## config.mk

```make
export PLATFORM = sky130hd
export DESIGN_NAME = rf_wport_arbiter_flat
export DESIGN_NICKNAME = d
export VERILOG_FILES = /design/src/rtl/rf_wport_arbiter_if.sv /design/src/rtl/rf_wport_arbiter.sv /design/src/flat_wrapper.sv
export SDC_FILE = /design/constraint.sdc
export NUM_CORES = 1
export LEC_CHECK = 0
export CORE_MARGIN = 2
export CORE_UTILIZATION = 53
export CTS_CLUSTER_SIZE = 12
export DETAILED_ROUTE_END_ITERATION = 8
export GPL_TIMING_DRIVEN = 0
export MAX_ROUTING_LAYER = met4
export PLACE_DENSITY = 0.85
export RECOVER_POWER = 50
export SETUP_SLACK_MARGIN = 0.4
export SYNTH_ARGS = -nofsm -noshare
export SYNTH_HDL_FRONTEND = slang
export SYNTH_SLANG_ARGS = --single-unit
export TNS_END_PERCENT = 100
```

## constraint.sdc

```tcl
create_clock -name clk -period 4.01 [get_ports clk]
set_input_delay 0.6015 -clock clk [delete_from_list [all_inputs] [get_ports clk]]
set_output_delay 0.6015 -clock clk [all_outputs]
set_load 0.005 [all_outputs]
```

## src/rtl/rf_wport_arbiter_if.sv

```systemverilog
// Bundle between the pipeline/long-latency units and the RF write-port arbiter.
// master: stage 5, unit return path and hazard unit; slave: the arbiter itself.
interface rf_wport_arbiter_if;
    logic        wb_valid;
    logic [4:0]  wb_dest;
    logic [31:0] wb_data;
    logic        lu_valid;
    logic [4:0]  lu_dest;
    logic [31:0] lu_data;
    logic        lu_ready;
    logic        pipe_stall;
    logic        rf_we;
    logic [4:0]  rf_waddr;
    logic [31:0] rf_wdata;
    logic [4:0]  q_rs;
    logic [4:0]  q_rt;
    logic        q_hit;
    logic [2:0]  pend_count;

    modport master (
        output wb_valid, wb_dest, wb_data,
        output lu_valid, lu_dest, lu_data,
        output q_rs, q_rt,
        input  lu_ready, pipe_stall, q_hit, pend_count,
        input  rf_we, rf_waddr, rf_wdata
    );

    modport slave (
        input  wb_valid, wb_dest, wb_data,
        input  lu_valid, lu_dest, lu_data,
        input  q_rs, q_rt,
        output lu_ready, pipe_stall, q_hit, pend_count,
        output rf_we, rf_waddr, rf_wdata
    );
endinterface

```

## src/rtl/rf_wport_arbiter.sv

```systemverilog
// Shares the RF write port between stage-5 writeback and a FIFO of unit returns.
// Ports: clk, rst_n (sync, active low), bus (slave side of rf_wport_arbiter_if).
module rf_wport_arbiter #(
    parameter int DEPTH      = 2,
    parameter int STARVE_MAX = 4
) (
    input  logic                clk,
    input  logic                rst_n,
    rf_wport_arbiter_if.slave   bus
);
    localparam int         PW     = (DEPTH == 4) ? 2 : 1;
    localparam logic [2:0] DEPTH_C = 3'(DEPTH);
    localparam logic [3:0] SMAX    = 4'(STARVE_MAX);

    logic [4:0]    q_dest [DEPTH];
    logic [31:0]   q_data [DEPTH];
    logic [PW-1:0] wr_ptr, rd_ptr;
    logic [2:0]    count;
    logic [3:0]    starve;
    logic          stall;
    logic          we;
    logic [4:0]    waddr;
    logic [31:0]   wdata;

    logic          wb_eff, nonempty, full, enq, pop;
    logic [2:0]    count_d;
    logic [3:0]    starve_d;
    logic          stall_d;
    logic          we_d;
    logic [4:0]    waddr_d;
    logic [31:0]   wdata_d;
    logic [PW-1:0] off;

    // State register
    always_ff @(posedge clk) begin
        if (!rst_n) begin
            wr_ptr <= '0;
            rd_ptr <= '0;
            count  <= '0;
            starve <= '0;
            stall  <= 1'b0;
            we     <= 1'b0;
            waddr  <= '0;
            wdata  <= '0;
        end else begin
            if (enq) wr_ptr <= wr_ptr + PW'(1);
            if (pop) rd_ptr <= rd_ptr + PW'(1);
            count  <= count_d;
            starve <= starve_d;
            stall  <= stall_d;
            we     <= we_d;
            waddr  <= waddr_d;
            wdata  <= wdata_d;
        end
    end

    // Entry storage needs no reset: validity comes from count/pointers
    always_ff @(posedge clk) begin
        if (enq) begin
            q_dest[wr_ptr] <= bus.lu_dest;
            q_data[wr_ptr] <= bus.lu_data;
        end
    end

    // Next-state logic
    always_comb begin
        wb_eff   = bus.wb_valid && (bus.wb_dest != 5'd0);
        nonempty = (count != 3'd0);
        full     = (count == DEPTH_C);
        // dest-0 returns are handshaken but silently dropped
        enq      = bus.lu_valid && !full && (bus.lu_dest != 5'd0);
        pop      = nonempty && (stall || !wb_eff);
        count_d  = count + {2'b0, enq} - {2'b0, pop};

        starve_d = starve;
        if (!nonempty || pop)
            starve_d = '0;
        else if (starve != 4'hF)
            starve_d = starve + 4'd1;

        // head already waited STARVE_MAX cycles and is passed over again
        stall_d = nonempty && !pop && (starve >= SMAX);

        we_d    = 1'b0;
        waddr_d = waddr;
        wdata_d = wdata;
        if (pop) begin
            we_d    = 1'b1;
            waddr_d = q_dest[rd_ptr];
            wdata_d = q_data[rd_ptr];
        end else if (wb_eff) begin
            we_d    = 1'b1;
            waddr_d = bus.wb_dest;
            wdata_d = bus.wb_data;
        end
    end

    // Outputs
    always_comb begin
        bus.lu_ready   = (count < DEPTH_C);
        bus.pipe_stall = stall;
        bus.pend_count = count;
        bus.rf_we      = we;
        bus.rf_waddr   = waddr;
        bus.rf_wdata   = wdata;
        bus.q_hit      = 1'b0;
        off            = '0;
        for (int i = 0; i < DEPTH; i++) begin
            // slot i is live when its distance from the head is below count
            off = PW'(i) - rd_ptr;
            if ((3'(off) < count) && (q_dest[i] != 5'd0) &&
                ((q_dest[i] == bus.q_rs) || (q_dest[i] == bus.q_rt)))
                bus.q_hit = 1'b1;
        end
    end
endmodule

```

## src/flat_wrapper.sv

```systemverilog
// flat-port wrapper written by rule: the top's interface ports become plain ports
module rf_wport_arbiter_flat 
#(
    parameter int DEPTH      = 2,
    parameter int STARVE_MAX = 4
)
  (clk, rst_n, bus_wb_valid, bus_wb_dest, bus_wb_data, bus_lu_valid, bus_lu_dest, bus_lu_data, bus_q_rs, bus_q_rt, bus_lu_ready, bus_pipe_stall, bus_q_hit, bus_pend_count, bus_rf_we, bus_rf_waddr, bus_rf_wdata);
  rf_wport_arbiter_if bus_i ();
  input  logic clk;
  input  logic rst_n;
  input wire logic [$bits(bus_i.wb_valid)-1:0] bus_wb_valid;
  input wire logic [$bits(bus_i.wb_dest)-1:0] bus_wb_dest;
  input wire logic [$bits(bus_i.wb_data)-1:0] bus_wb_data;
  input wire logic [$bits(bus_i.lu_valid)-1:0] bus_lu_valid;
  input wire logic [$bits(bus_i.lu_dest)-1:0] bus_lu_dest;
  input wire logic [$bits(bus_i.lu_data)-1:0] bus_lu_data;
  input wire logic [$bits(bus_i.q_rs)-1:0] bus_q_rs;
  input wire logic [$bits(bus_i.q_rt)-1:0] bus_q_rt;
  output wire logic [$bits(bus_i.lu_ready)-1:0] bus_lu_ready;
  output wire logic [$bits(bus_i.pipe_stall)-1:0] bus_pipe_stall;
  output wire logic [$bits(bus_i.q_hit)-1:0] bus_q_hit;
  output wire logic [$bits(bus_i.pend_count)-1:0] bus_pend_count;
  output wire logic [$bits(bus_i.rf_we)-1:0] bus_rf_we;
  output wire logic [$bits(bus_i.rf_waddr)-1:0] bus_rf_waddr;
  output wire logic [$bits(bus_i.rf_wdata)-1:0] bus_rf_wdata;
  assign bus_i.wb_valid = bus_wb_valid;
  assign bus_i.wb_dest = bus_wb_dest;
  assign bus_i.wb_data = bus_wb_data;
  assign bus_i.lu_valid = bus_lu_valid;
  assign bus_i.lu_dest = bus_lu_dest;
  assign bus_i.lu_data = bus_lu_data;
  assign bus_i.q_rs = bus_q_rs;
  assign bus_i.q_rt = bus_q_rt;
  assign bus_lu_ready = bus_i.lu_ready;
  assign bus_pipe_stall = bus_i.pipe_stall;
  assign bus_q_hit = bus_i.q_hit;
  assign bus_pend_count = bus_i.pend_count;
  assign bus_rf_we = bus_i.rf_we;
  assign bus_rf_waddr = bus_i.rf_waddr;
  assign bus_rf_wdata = bus_i.rf_wdata;
  rf_wport_arbiter #(.DEPTH(DEPTH), .STARVE_MAX(STARVE_MAX)) u_core (.clk(clk), .rst_n(rst_n), .bus(bus_i));
endmodule
```

# --- Yosys cells after proc, flatten, opt, wreduce, memory -nomap -nowiden ---
# Memories as Yosys holds them, arrays and structs flattened. A register that Yosys moved wholly into a read port is not among the register bits.
# Cells that the tools add are included.
# Widths: inputs -> output; s select.
word_totals:
  ff_bits: 48
  latch_bits: 0
  mem_bits_rw: 74
  romBits: 0
  inputBits: 88
  output_inout_bits: 44
  mem_count: 2
mem_list:
  columns: ["memory", "depth", "width", "rd", "rd_ports_with_merged_regs", "write_ports", "line_no", "rtl"]
  rows:
  - ["u_core.q_data", 2, 32, 1, 1, 1, "rf_wport_arbiter.sv:16", "logic [31:0] q_data [DEPTH];"]
  - ["u_core.q_dest", 2, 5, 3, 1, 1, "rf_wport_arbiter.sv:15", "logic [4:0] q_dest [DEPTH];"]
op_classes:
  add_sub_neg: 7
  n_mul: 0
  n_div: 0
  magnitude_cmp: 4
  eq_ne: 6
  n_shift: 0
  mux: 14
  bitwise_logic: 1
  reduce_logical: 25
ops:
  columns: ["operator", "n"]
  rows:
  - ["$mux 32", 2]
  - ["$eq 5x5->1", 4]
  - ["$reduce_bool 5->1", 4]
  - ["$logic_and 1x1->1", 10]
  - ["$mux 1", 10]
  - ["$mux 5", 2]
  - ["$lt 1x3->1", 2]
  - ["$add 4x1->4 const B", 1]
  - ["$ge 4x3->1 const B", 1]
  - ["$logic_not 1->1", 4]
  - ["$logic_or 1x1->1", 4]
  - ["$ne 4x4->1 const B", 1]
  - ["$add 3x1->3", 1]
  - ["$eq 3x2->1 const B", 1]
  - ["$lt 3x2->1 const B", 1]
  - ["$reduce_bool 3->1", 1]
  - ["$sub 3x1->3", 1]
  - ["$add 1x1->1 const B", 2]
  - ["$reduce_bool 2->1", 1]
  - ["$reduce_or 2->1", 1]
  - ["$sub 1x1->1 const A", 2]
  - ["$not 1->1", 1]

# --- Logic depth before layout (Yosys ltp) ---
# Gate-level depths: netlist of run 1.
logic_depth:
  ltp_word: 8
  depth_mapped: 11
  mapped_depth_nobuf: 10

# --- Least setup slack after synthesis of run 1 ---
# Ideal clock, no wire load.
synth_timing:
  path_type: "in2reg"
  start: "input bus_lu_dest[3]"
  end: "memory u_core.q_data[0][0] (enable)"
  setup_ns: 0.431
  arrival_time_ns: 2.479
  required_ns: 3.579
  slack_ns: 1.100
  path_stages: 3
  path_cell_list: "or4_1 > o221ai_1 > nor2_1"
synth_between:
  elab_chain_len: 4
synth_rtl:
  columns: ["element", "line_no", "rtl"]
  rows:
  - ["start, declared", "flat_wrapper.sv:15", "input wire logic [$bits(bus_i.lu_dest)-1:0] bus_lu_dest;"]
  - ["$reduce_bool 5->1", "rf_wport_arbiter.sv:71", "enq = bus.lu_valid && !full && (bus.lu_dest != 5'd0);"]
  - ["$logic_and 1x1->1", "rf_wport_arbiter.sv:71", null]
  - ["$mux 1", "rf_wport_arbiter.sv:59", "if (enq) begin"]
  - ["$mux 1 (not written as such)", "rf_wport_arbiter.sv:61", "q_data[wr_ptr] <= bus.lu_data;"]
  - ["end, declared", "rf_wport_arbiter.sv:16", null]
# No other way between the ends.

# --- Worst setup path in the final report of run 1 ---
layout_timing:
  start: "input bus_wb_dest[4]"
  end: "register u_core.count[2] (netlist: u_core.bus.pend_count[2])"
layout_between:
  elab_chain_len: 6
layout_rtl:
  columns: ["element", "line_no", "rtl"]
  rows:
  - ["start, declared", "flat_wrapper.sv:12", "input wire logic [$bits(bus_i.wb_dest)-1:0] bus_wb_dest;"]
  - ["$reduce_bool 5->1", "rf_wport_arbiter.sv:67", "wb_eff = bus.wb_valid && (bus.wb_dest != 5'd0);"]
  - ["$logic_and 1x1->1", "rf_wport_arbiter.sv:67", null]
  - ["$logic_not 1->1", "rf_wport_arbiter.sv:72", "pop = nonempty && (stall || !wb_eff);"]
  - ["$logic_or 1x1->1", "rf_wport_arbiter.sv:72", null]
  - ["$logic_and 1x1->1", "rf_wport_arbiter.sv:72", null]
  - ["$sub 3x1->3", "rf_wport_arbiter.sv:73", "count_d = count + {2'b0, enq} - {2'b0, pop};"]
  - ["end signal, assigned", "rf_wport_arbiter.sv:48", "count <= count_d;"]
  - ["end, declared", "rf_wport_arbiter.sv:18", "logic [2:0] count;"]
# No other way between the ends.
# A chain may end at the register's enable or synchronous reset.

==> results.sh, run 1 <==
export IMPL_run_status="complete, no violations"
export IMPL_p_total_mw=4.72
export IMPL_die_width_microns=103
export IMPL_synth_cell_type_count=36
export IMPL_crit_path_end_kind="register"
export IMPL_cts_max_path_buffers=2
export IMPL_flow_area_growth_from_synthesis_pct=41.8
export IMPL_tritoncts_num_buffers=17
export IMPL_postCtsSetupRepairBufs=0
export IMPL_numPlacedInstances=699
export IMPL_gp_congestion=0.899
export IMPL_holdBufCountCts=0
export IMPL_syn_nets=527
export IMPL_core_area_sq_um=9680
export IMPL_ctsRootBufferMaster="sky130_fd_sc_hd__clkbuf_8"
export IMPL_dpl_hpwl_microns=9580
export IMPL_cts_sink_count=123
export IMPL_worst_setup_path_start_kind="input port"
export IMPL_holdWs_ns=0.454
export IMPL_hold_viol_final=0
export IMPL_arrival_ns=3.32
export IMPL_worst_r2r_path_depth=11
export IMPL_final_util=0.764
export IMPL_fin_cells=734
export IMPL_crit_path_max_fanout=10
export IMPL_crit_path_start="bus_wb_dest[4]"
export IMPL_netlist_area_sq_um=5220
export IMPL_setup_viol=0
export IMPL_fmax_mhz=343
export IMPL_yosys_most_used_dff="sky130_fd_sc_hd__edfxtp_1"
export IMPL_count_of_flip_flops_with_a_built_in_enable_after_synthesis=74
export IMPL_vias_per_cell=5.62
export IMPL_initial_core_util=0.539
export IMPL_routed_wire_length_per_instance_microns=18.7
export IMPL_fill_cells=613
export IMPL_grt_start_max_net_pins=22
export IMPL_synthesis_instances=433
export IMPL_die_height_microns=103
export IMPL_synth_largest_area_cell="sky130_fd_sc_hd__edfxtp_1"
export IMPL_grt_setup_unrepaired="false"
export IMPL_timing_max_transition_violations_final=0
export IMPL_io_pins=132
export IMPL_clock_latency_ns=0.51
export IMPL_finish_net_count=679
export IMPL_hold_path_class="reg -> reg"
export IMPL_skew_ns=0.00465
export IMPL_share_of_post_route_cells_with_drive_strength_above_1=0.0886
export IMPL_grt_antenna_before_repair=2
export IMPL_ffs_w_async_s_r_synth=0
export IMPL_cts_htree_levels=4
export IMPL_tritoncts_clock_tree="built"
export IMPL_final_seq_area_sq_um=3200
export IMPL_setup_reg_to_reg_worst_slack_ns=1.24
export IMPL_min_period_over_period=0.728
export IMPL_synth_top_cell_area_share=0.426
export IMPL_grt_pass1_wl_microns=20700
export IMPL_critical_path_reg2reg_startpoint="u_core.bus.pend_count[0]"
export IMPL_drt_pass1_iterations=4
export IMPL_multi_input_area_sq_um=1700
export IMPL_clk_transition_reported_paths_ns=0.06
export IMPL_worstMarginPinSlew_ns=0.886
export IMPL_maxSlewHeadroom=0.394
export IMPL_synthTopCellsByArea="sky130_fd_sc_hd__edfxtp_1 43%, sky130_fd_sc_hd__dfxtp_1 19%, sky130_fd_sc_hd__a2111oi_0 6.2%"
export IMPL_cts_repair_resized=0
export IMPL_endpoint_required_time_on_the_critical_path_ns=4.41
export IMPL_cap_viol_max_count=0
export IMPL_timing_rr_end="u_core.bus.pend_count[2]"
export IMPL_power_leakage_nw=2.68
export IMPL_fin_crit_ns=2.92
export IMPL_global_route_overflow_total=0
export IMPL_synth_sequential_area_ratio=0.614
export IMPL_grt_pass1_vias=4192
export IMPL_detail_route_antenna_nets=0
export IMPL_drt_first_iter_violations=233
export IMPL_vdd_ir_drop_max_uv=446
export IMPL_drc_errors=0
export IMPL_cell_pwr_density_nw_per_um2=638
export IMPL_synth_seq_cells=123
export IMPL_num_vias=4126
export IMPL_detail_route_wirelength_microns=13700
export IMPL_syn_avg_cell_area_sq_um=12.1
export IMPL_worstSetupPathType="in -> reg"
export IMPL_ys_warn_count=0
export IMPL_grtUsageTotal=0.270
export IMPL_port_buffer_count=131
export IMPL_fp_dieArea_sq_um=10700
export IMPL_placement_rows=36
export IMPL_timing_critical_path_to="u_core.bus.pend_count[2]"
[worst max-delay path, cell delays in order]
cell	delay, ns
sky130_fd_sc_hd__clkdlybuf4s50_1	0.45
sky130_fd_sc_hd__or3_1	0.50
sky130_fd_sc_hd__o311a_4	0.37
sky130_fd_sc_hd__buf_2	0.22
sky130_fd_sc_hd__nor2_1	0.11
sky130_fd_sc_hd__ha_1	0.24
sky130_fd_sc_hd__inv_1	0.06
sky130_fd_sc_hd__ha_1	0.13
sky130_fd_sc_hd__inv_1	0.05
sky130_fd_sc_hd__fa_1	0.36
sky130_fd_sc_hd__xnor2_1	0.18
sky130_fd_sc_hd__nor2_1	0.05
[sequential cells by signal, indices dropped and copies added, names as in the netlist, named ones only]
register / cells
u_core.bus.pend_count: 3
u_core.bus.pipe_stall: 1
u_core.bus.rf_waddr: 5
u_core.bus.rf_wdata: 32
u_core.bus.rf_we: 1
u_core.q_data: 64
u_core.q_dest: 10
u_core.rd_ptr: 1
u_core.starve: 4
u_core.wr_ptr: 1
[synth_stat cells, types with 2 or more instances]
| cell | number |
|---|---|
| sky130_fd_sc_hd__o21ai_0 | 4 |
| sky130_fd_sc_hd__nor2b_1 | 37 |
| sky130_fd_sc_hd__nand2_1 | 3 |
| sky130_fd_sc_hd__xnor2_1 | 3 |
| sky130_fd_sc_hd__buf_2 | 9 |
| sky130_fd_sc_hd__xor2_1 | 20 |
| sky130_fd_sc_hd__ha_1 | 5 |
| sky130_fd_sc_hd__or4_1 | 3 |
| sky130_fd_sc_hd__a22oi_1 | 2 |
| sky130_fd_sc_hd__clkbuf_1 | 17 |
| sky130_fd_sc_hd__inv_1 | 47 |
| sky130_fd_sc_hd__a21oi_1 | 39 |
| sky130_fd_sc_hd__buf_6 | 4 |
| sky130_fd_sc_hd__nand3_1 | 4 |
| sky130_fd_sc_hd__nor3_1 | 6 |
| sky130_fd_sc_hd__a2111oi_0 | 37 |
| sky130_fd_sc_hd__o32ai_1 | 37 |
| sky130_fd_sc_hd__nor2_1 | 17 |
| sky130_fd_sc_hd__edfxtp_1 | 74 |
| sky130_fd_sc_hd__dfxtp_1 | 49 |
[placed cells by master, fill, tap and decap left out, types with 3 or more instances in the layout]
master	count
sky130_fd_sc_hd__bufinv_16	4
sky130_fd_sc_hd__clkbuf_1	17
sky130_fd_sc_hd__o32ai_1	37
sky130_fd_sc_hd__inv_1	47
sky130_fd_sc_hd__xnor2_1	3
sky130_fd_sc_hd__ha_1	5
sky130_fd_sc_hd__clkbuf_16	16
sky130_fd_sc_hd__clkdlybuf4s50_1	54
sky130_fd_sc_hd__edfxtp_1	74
sky130_fd_sc_hd__inv_6	3
sky130_fd_sc_hd__a21oi_1	39
sky130_fd_sc_hd__nor3_1	6
sky130_fd_sc_hd__diode_2	3
sky130_fd_sc_hd__o21ai_0	4
sky130_fd_sc_hd__nor2b_1	37
sky130_fd_sc_hd__xor2_1	20
sky130_fd_sc_hd__nor2_1	15
sky130_fd_sc_hd__nand3_1	4
sky130_fd_sc_hd__dlygate4sd3_1	77
sky130_fd_sc_hd__buf_2	9
sky130_fd_sc_hd__a2111oi_0	37
sky130_fd_sc_hd__clkinvlp_4	5
sky130_fd_sc_hd__or4_1	3
sky130_fd_sc_hd__dfxtp_1	49
sky130_fd_sc_hd__buf_6	4
sky130_fd_sc_hd__nand2_1	3
sky130_fd_sc_hd__clkbuf_8	3
[kinds of logic after synthesis]
kind of cell / after synthesis / synth area share
and+or+nand+nor: 76 / 0.0810
buffers and inverters: 77 / 0.0633
DFF: 123 / 0.614
xor gates and xnor gates: 23 / 0.0386
AOI/OAI and AO/OA: 127 / 0.186
muxes: 1 / 0.00192
adders and majority gates: 6 / 0.0158
[per-layer routing]
| layer | GRT usage | vias to the layer above | routed length, microns |
|---|---|---|---|
| li1 | - | 1951 | - |
| met1 | 0.324 | 1985 | 5850 |
| met2 | 0.443 | 172 | 6740 |
| met3 | 0.0813 | 18 | 999 |
| met4 | 0.0860 | 0 | 142 |
| met5 | - | - | 0 |
[metrics by stage]
step | TNS (ns) | setup slack, ns | area [sq um]
floorplan | 0 | 1.10 | 5220
CTS | 0 | 1.14 | 7400
detailed placement | 0 | 0.680 | 6770
global placement | -24.84 | -0.350 | 6700
finish | 0 | 1.09 | 7400
global route | 0 | 1.01 | 7400
[layout make-up]
type                       instances  area share
inverter                          47      0.0238
buffer                            30      0.0208
multi-input combinational        233       0.229
clock buffer                      19      0.0597
sequential                       123       0.433
antenna                            3     0.00101
tap                              133      0.0225
clock inverter                    13      0.0255
timing repair buffer             133       0.185
[where the power goes]
| group | leakage (nW) | internal, mW | total [mW] | switching, mW |
|---|---|---|---|---|
| Combinational | 1.29 | 0.610 | 1.39 | 0.776 |
| Clock | 0.294 | 1.05 | 1.60 | 0.555 |
| Sequential | 1.10 | 1.62 | 1.74 | 0.121 |
| Total | 2.68 | 3.27 | 4.72 | 1.45 |
[worst min-delay path by stage]
stage | depth (start not counted) | startpoint | slack (ns) | endpoint
2_1_floorplan | 2 | u_core.bus.rf_waddr[0] | 0.45 | u_core.bus.rf_waddr[0]
3_3_place_gp | 2 | u_core.bus.rf_wdata[22] | 0.44 | u_core.bus.rf_wdata[22]
3_5_place_dp | 2 | u_core.bus.rf_wdata[3] | 0.45 | u_core.bus.rf_wdata[3]
4_1_cts | 2 | u_core.bus.rf_wdata[3] | 0.46 | u_core.bus.rf_wdata[3]
5_1_grt | 2 | u_core.bus.rf_wdata[11] | 0.47 | u_core.bus.rf_wdata[11]
6_report | 2 | u_core.bus.rf_wdata[3] | 0.45 | u_core.bus.rf_wdata[3]
No activity file was read; power rests on OpenSTA's default activity.
==> run 2: changes to the inputs <==
- CORE_UTILIZATION: 53 -> 49
- PLACE_DENSITY: 0.85 -> 0.8
- clock period: 4.01 -> 2.75 ns (I/O delays scaled with it)
==> run 2 against run 1 <==
Against the previous run: critical path depth decreased by 4; non-clock buffer count grew 10; first-iteration DRC count rose by 0.43%; final cell count increased by 1.8%; power rose by 47%; worst setup slack lost 0.65 ns; die area is 7.8% higher; utilization down 4.0 points; register-to-register slack got worse by 0.73 ns; count of clock-buffer cells in the layout increased by 2; clock power up 43%; sequential power rose by 46%; largest power group unchanged.
==> results.sh, run 2 (synthesis gave the netlist of run 1 again) <==
export IMPL_run_status="complete, no violations"
export IMPL_fin_cells=747
export IMPL_detail_route_antenna_nets=0
export IMPL_grtUsageTotal=0.265
export IMPL_flow_area_growth_from_synthesis_pct=43.1
export IMPL_largest_register_ff_count=64
export IMPL_setup_ws_final_ns=0.437
export IMPL_share_of_post_route_cells_with_drive_strength_above_1=0.107
export IMPL_dpl_hpwl_microns=9770
export IMPL_core_area_sq_um=10300
export IMPL_cap_viol_max_count=0
export IMPL_cp_cell_sequence="dlygate4sd3_1, or4_1, o221ai_4, inv_1, ha_1, inv_1, fa_2, nor2_1"
export IMPL_grt_antenna_before_repair=3
export IMPL_worst_setup_path_start_kind="input port"
export IMPL_fill_cells=714
export IMPL_multi_input_area_sq_um=1710
export IMPL_drt_pass1_iterations=4
export IMPL_endpoint_required_time_on_the_critical_path_ns=3.19
export IMPL_placed_area_sq_um=6770
export IMPL_routed_wire_length_per_instance_microns=19.4
export IMPL_met3RoutedLength_microns=1160
export IMPL_cp_slowest_cell="sky130_fd_sc_hd__or4_1"
export IMPL_cts_sink_count=123
export IMPL_cell_pwr_density_nw_per_um2=931
export IMPL_worst_path_buf_inv=3
export IMPL_die_height_microns=107
export IMPL_worstSetupPathType="in -> reg"
export IMPL_drc_errors=0
export IMPL_tritoncts_clock_tree="built"
export IMPL_grt_setup_unrepaired="false"
export IMPL_initial_core_util=0.506
export IMPL_numPlacedInstances=702
export IMPL_arrival_ns=2.75
export IMPL_clk_transition_reported_paths_ns=0.06
export IMPL_routed_wl_met2_microns=7500
export IMPL_final_seq_area_sq_um=3200
export IMPL_crit_path_max_incr_delay_ns=0.58
export IMPL_holdBufCountCts=0
export IMPL_vdd_ir_drop_max_uv=591
export IMPL_hold_path_class="in -> reg"
export IMPL_layout_cells_most_common="sky130_fd_sc_hd__edfxtp_1"
export IMPL_detail_route_wirelength_microns=14500
export IMPL_setup_reg_to_reg_worst_slack_ns=0.51
export IMPL_finish_net_count=689
export IMPL_placement_rows=37
export IMPL_cts_htree_levels=4
export IMPL_setup_viol=0
export IMPL_worstMarginPinSlew_ns=1.16
export IMPL_ctsRootBufferMaster="sky130_fd_sc_hd__clkbuf_8"
export IMPL_num_vias=4197
export IMPL_worst_path_dominant_cell_family="buffers and inverters"
export IMPL_crit_path_end_kind="register"
export IMPL_grt_pass1_vias=4479
export IMPL_vias_per_cell=5.62
export IMPL_timing_max_transition_violations_final=0
export IMPL_crit_top_cell="sky130_fd_sc_hd__inv_1"
export IMPL_fin_crit_ns=2.31
export IMPL_gp_congestion=0.919
export IMPL_min_period_over_period=0.841
export IMPL_grt_pass1_wl_microns=22300
export IMPL_layout_common_cells="74 x sky130_fd_sc_hd__edfxtp_1, 65 x sky130_fd_sc_hd__clkdlybuf4s50_1, 60 x sky130_fd_sc_hd__dlygate4sd3_1, 48 x sky130_fd_sc_hd__dfxtp_1, 47 x sky130_fd_sc_hd__inv_1"
export IMPL_drt_first_iter_violations=234
export IMPL_hold_viol_final=0
export IMPL_dp_slack_ns=-0.426
export IMPL_port_buffer_count=131
export IMPL_holdWs_ns=0.402
export IMPL_skew_ns=0.0140
export IMPL_fmax_mhz=432
export IMPL_maxSlewHeadroom=0.221
export IMPL_cts_max_path_buffers=2
export IMPL_crit_path_max_fanout=4
export IMPL_tritoncts_num_buffers=17
export IMPL_wirelength_met1_microns=5550
export IMPL_fp_dieArea_sq_um=11500
export IMPL_dr_max_layer_used="met4"
export IMPL_p_total_mw=6.96
export IMPL_power_leakage_nw=2.71
export IMPL_post_route_cell_area_sq_um=7470
export IMPL_grt_start_max_net_pins=28
export IMPL_global_route_overflow_total=0
export IMPL_io_pins=132
export IMPL_die_width_microns=107
export IMPL_regMostFlops="u_core.q_data"
export IMPL_clock_latency_ns=0.52
-- run 2: changes by cell type in the layout (fill, tap and decap cells not counted), moves of 4 or more --
cell / previous run / this run
sky130_fd_sc_hd__clkdlybuf4s50_1: 54 / 65
sky130_fd_sc_hd__buf_4: 0 / 9
sky130_fd_sc_hd__dlygate4sd3_1: 77 / 60
sky130_fd_sc_hd__clkinvlp_4: 5 / 1
-- run 2: final timing paths --
check                                         startpoint                  endpoint  cells after the start
worst min register to register    u_core.bus.rf_wdata[3]    u_core.bus.rf_wdata[3]                      2
worst max-delay path                      bus_lu_dest[0]  u_core.bus.pend_count[1]                      8
worst max register to register  u_core.bus.pend_count[0]  u_core.bus.pend_count[1]                     10
worst min-delay path                      bus_wb_dest[3]    u_core.bus.rf_waddr[3]                      3
-- run 2: tightest hold or removal path, delay by kind of cell --
family	cells	cell delay, ns
buffers and inverters	1	0.24
AO/OA/AOI/OAI	2	0.20
-- run 2: power by group --
| part | leakage [nW] | internal [mW] | switching, mW | total [mW] |
|---|---|---|---|---|
| combinational | 1.32 | 0.970 | 1.16 | 2.13 |
| sequential | 1.10 | 2.36 | 0.180 | 2.54 |
| clock | 0.296 | 1.49 | 0.796 | 2.29 |
-- run 2: cell type report --
cell class,instances,area share
clock buffers,21,0.0588
plain buffers,30,0.0233
clock inverters,11,0.0226
diodes,3,0.00100
flip-flops and latches,123,0.429
multi-input cells,233,0.229
repair buffers,143,0.190
well taps,136,0.0228
inverters,47,0.0236
-- run 2: per-layer routing --
metal | GRT usage | up-vias
li1 | - | 1974
met1 | 0.289 | 2023
met2 | 0.454 | 177
met3 | 0.0888 | 23
met4 | 0.0863 | 0
met5 | - | -
-- run 2: repair_timing --
item / CTS / global route
endpoints found under the setup margin: 4 / 3
pin swaps: 6 / 5
setup buffers: 9 / 1
gates resized for setup: 18 / 5
-- run 2: stage by stage --
stage,utilization,TNS [ns]
floorplan,-,0
global placement,0.650,-106.97
detailed placement,0.655,-0.879
CTS,0.723,0
global route,0.724,0
finish,0.724,0
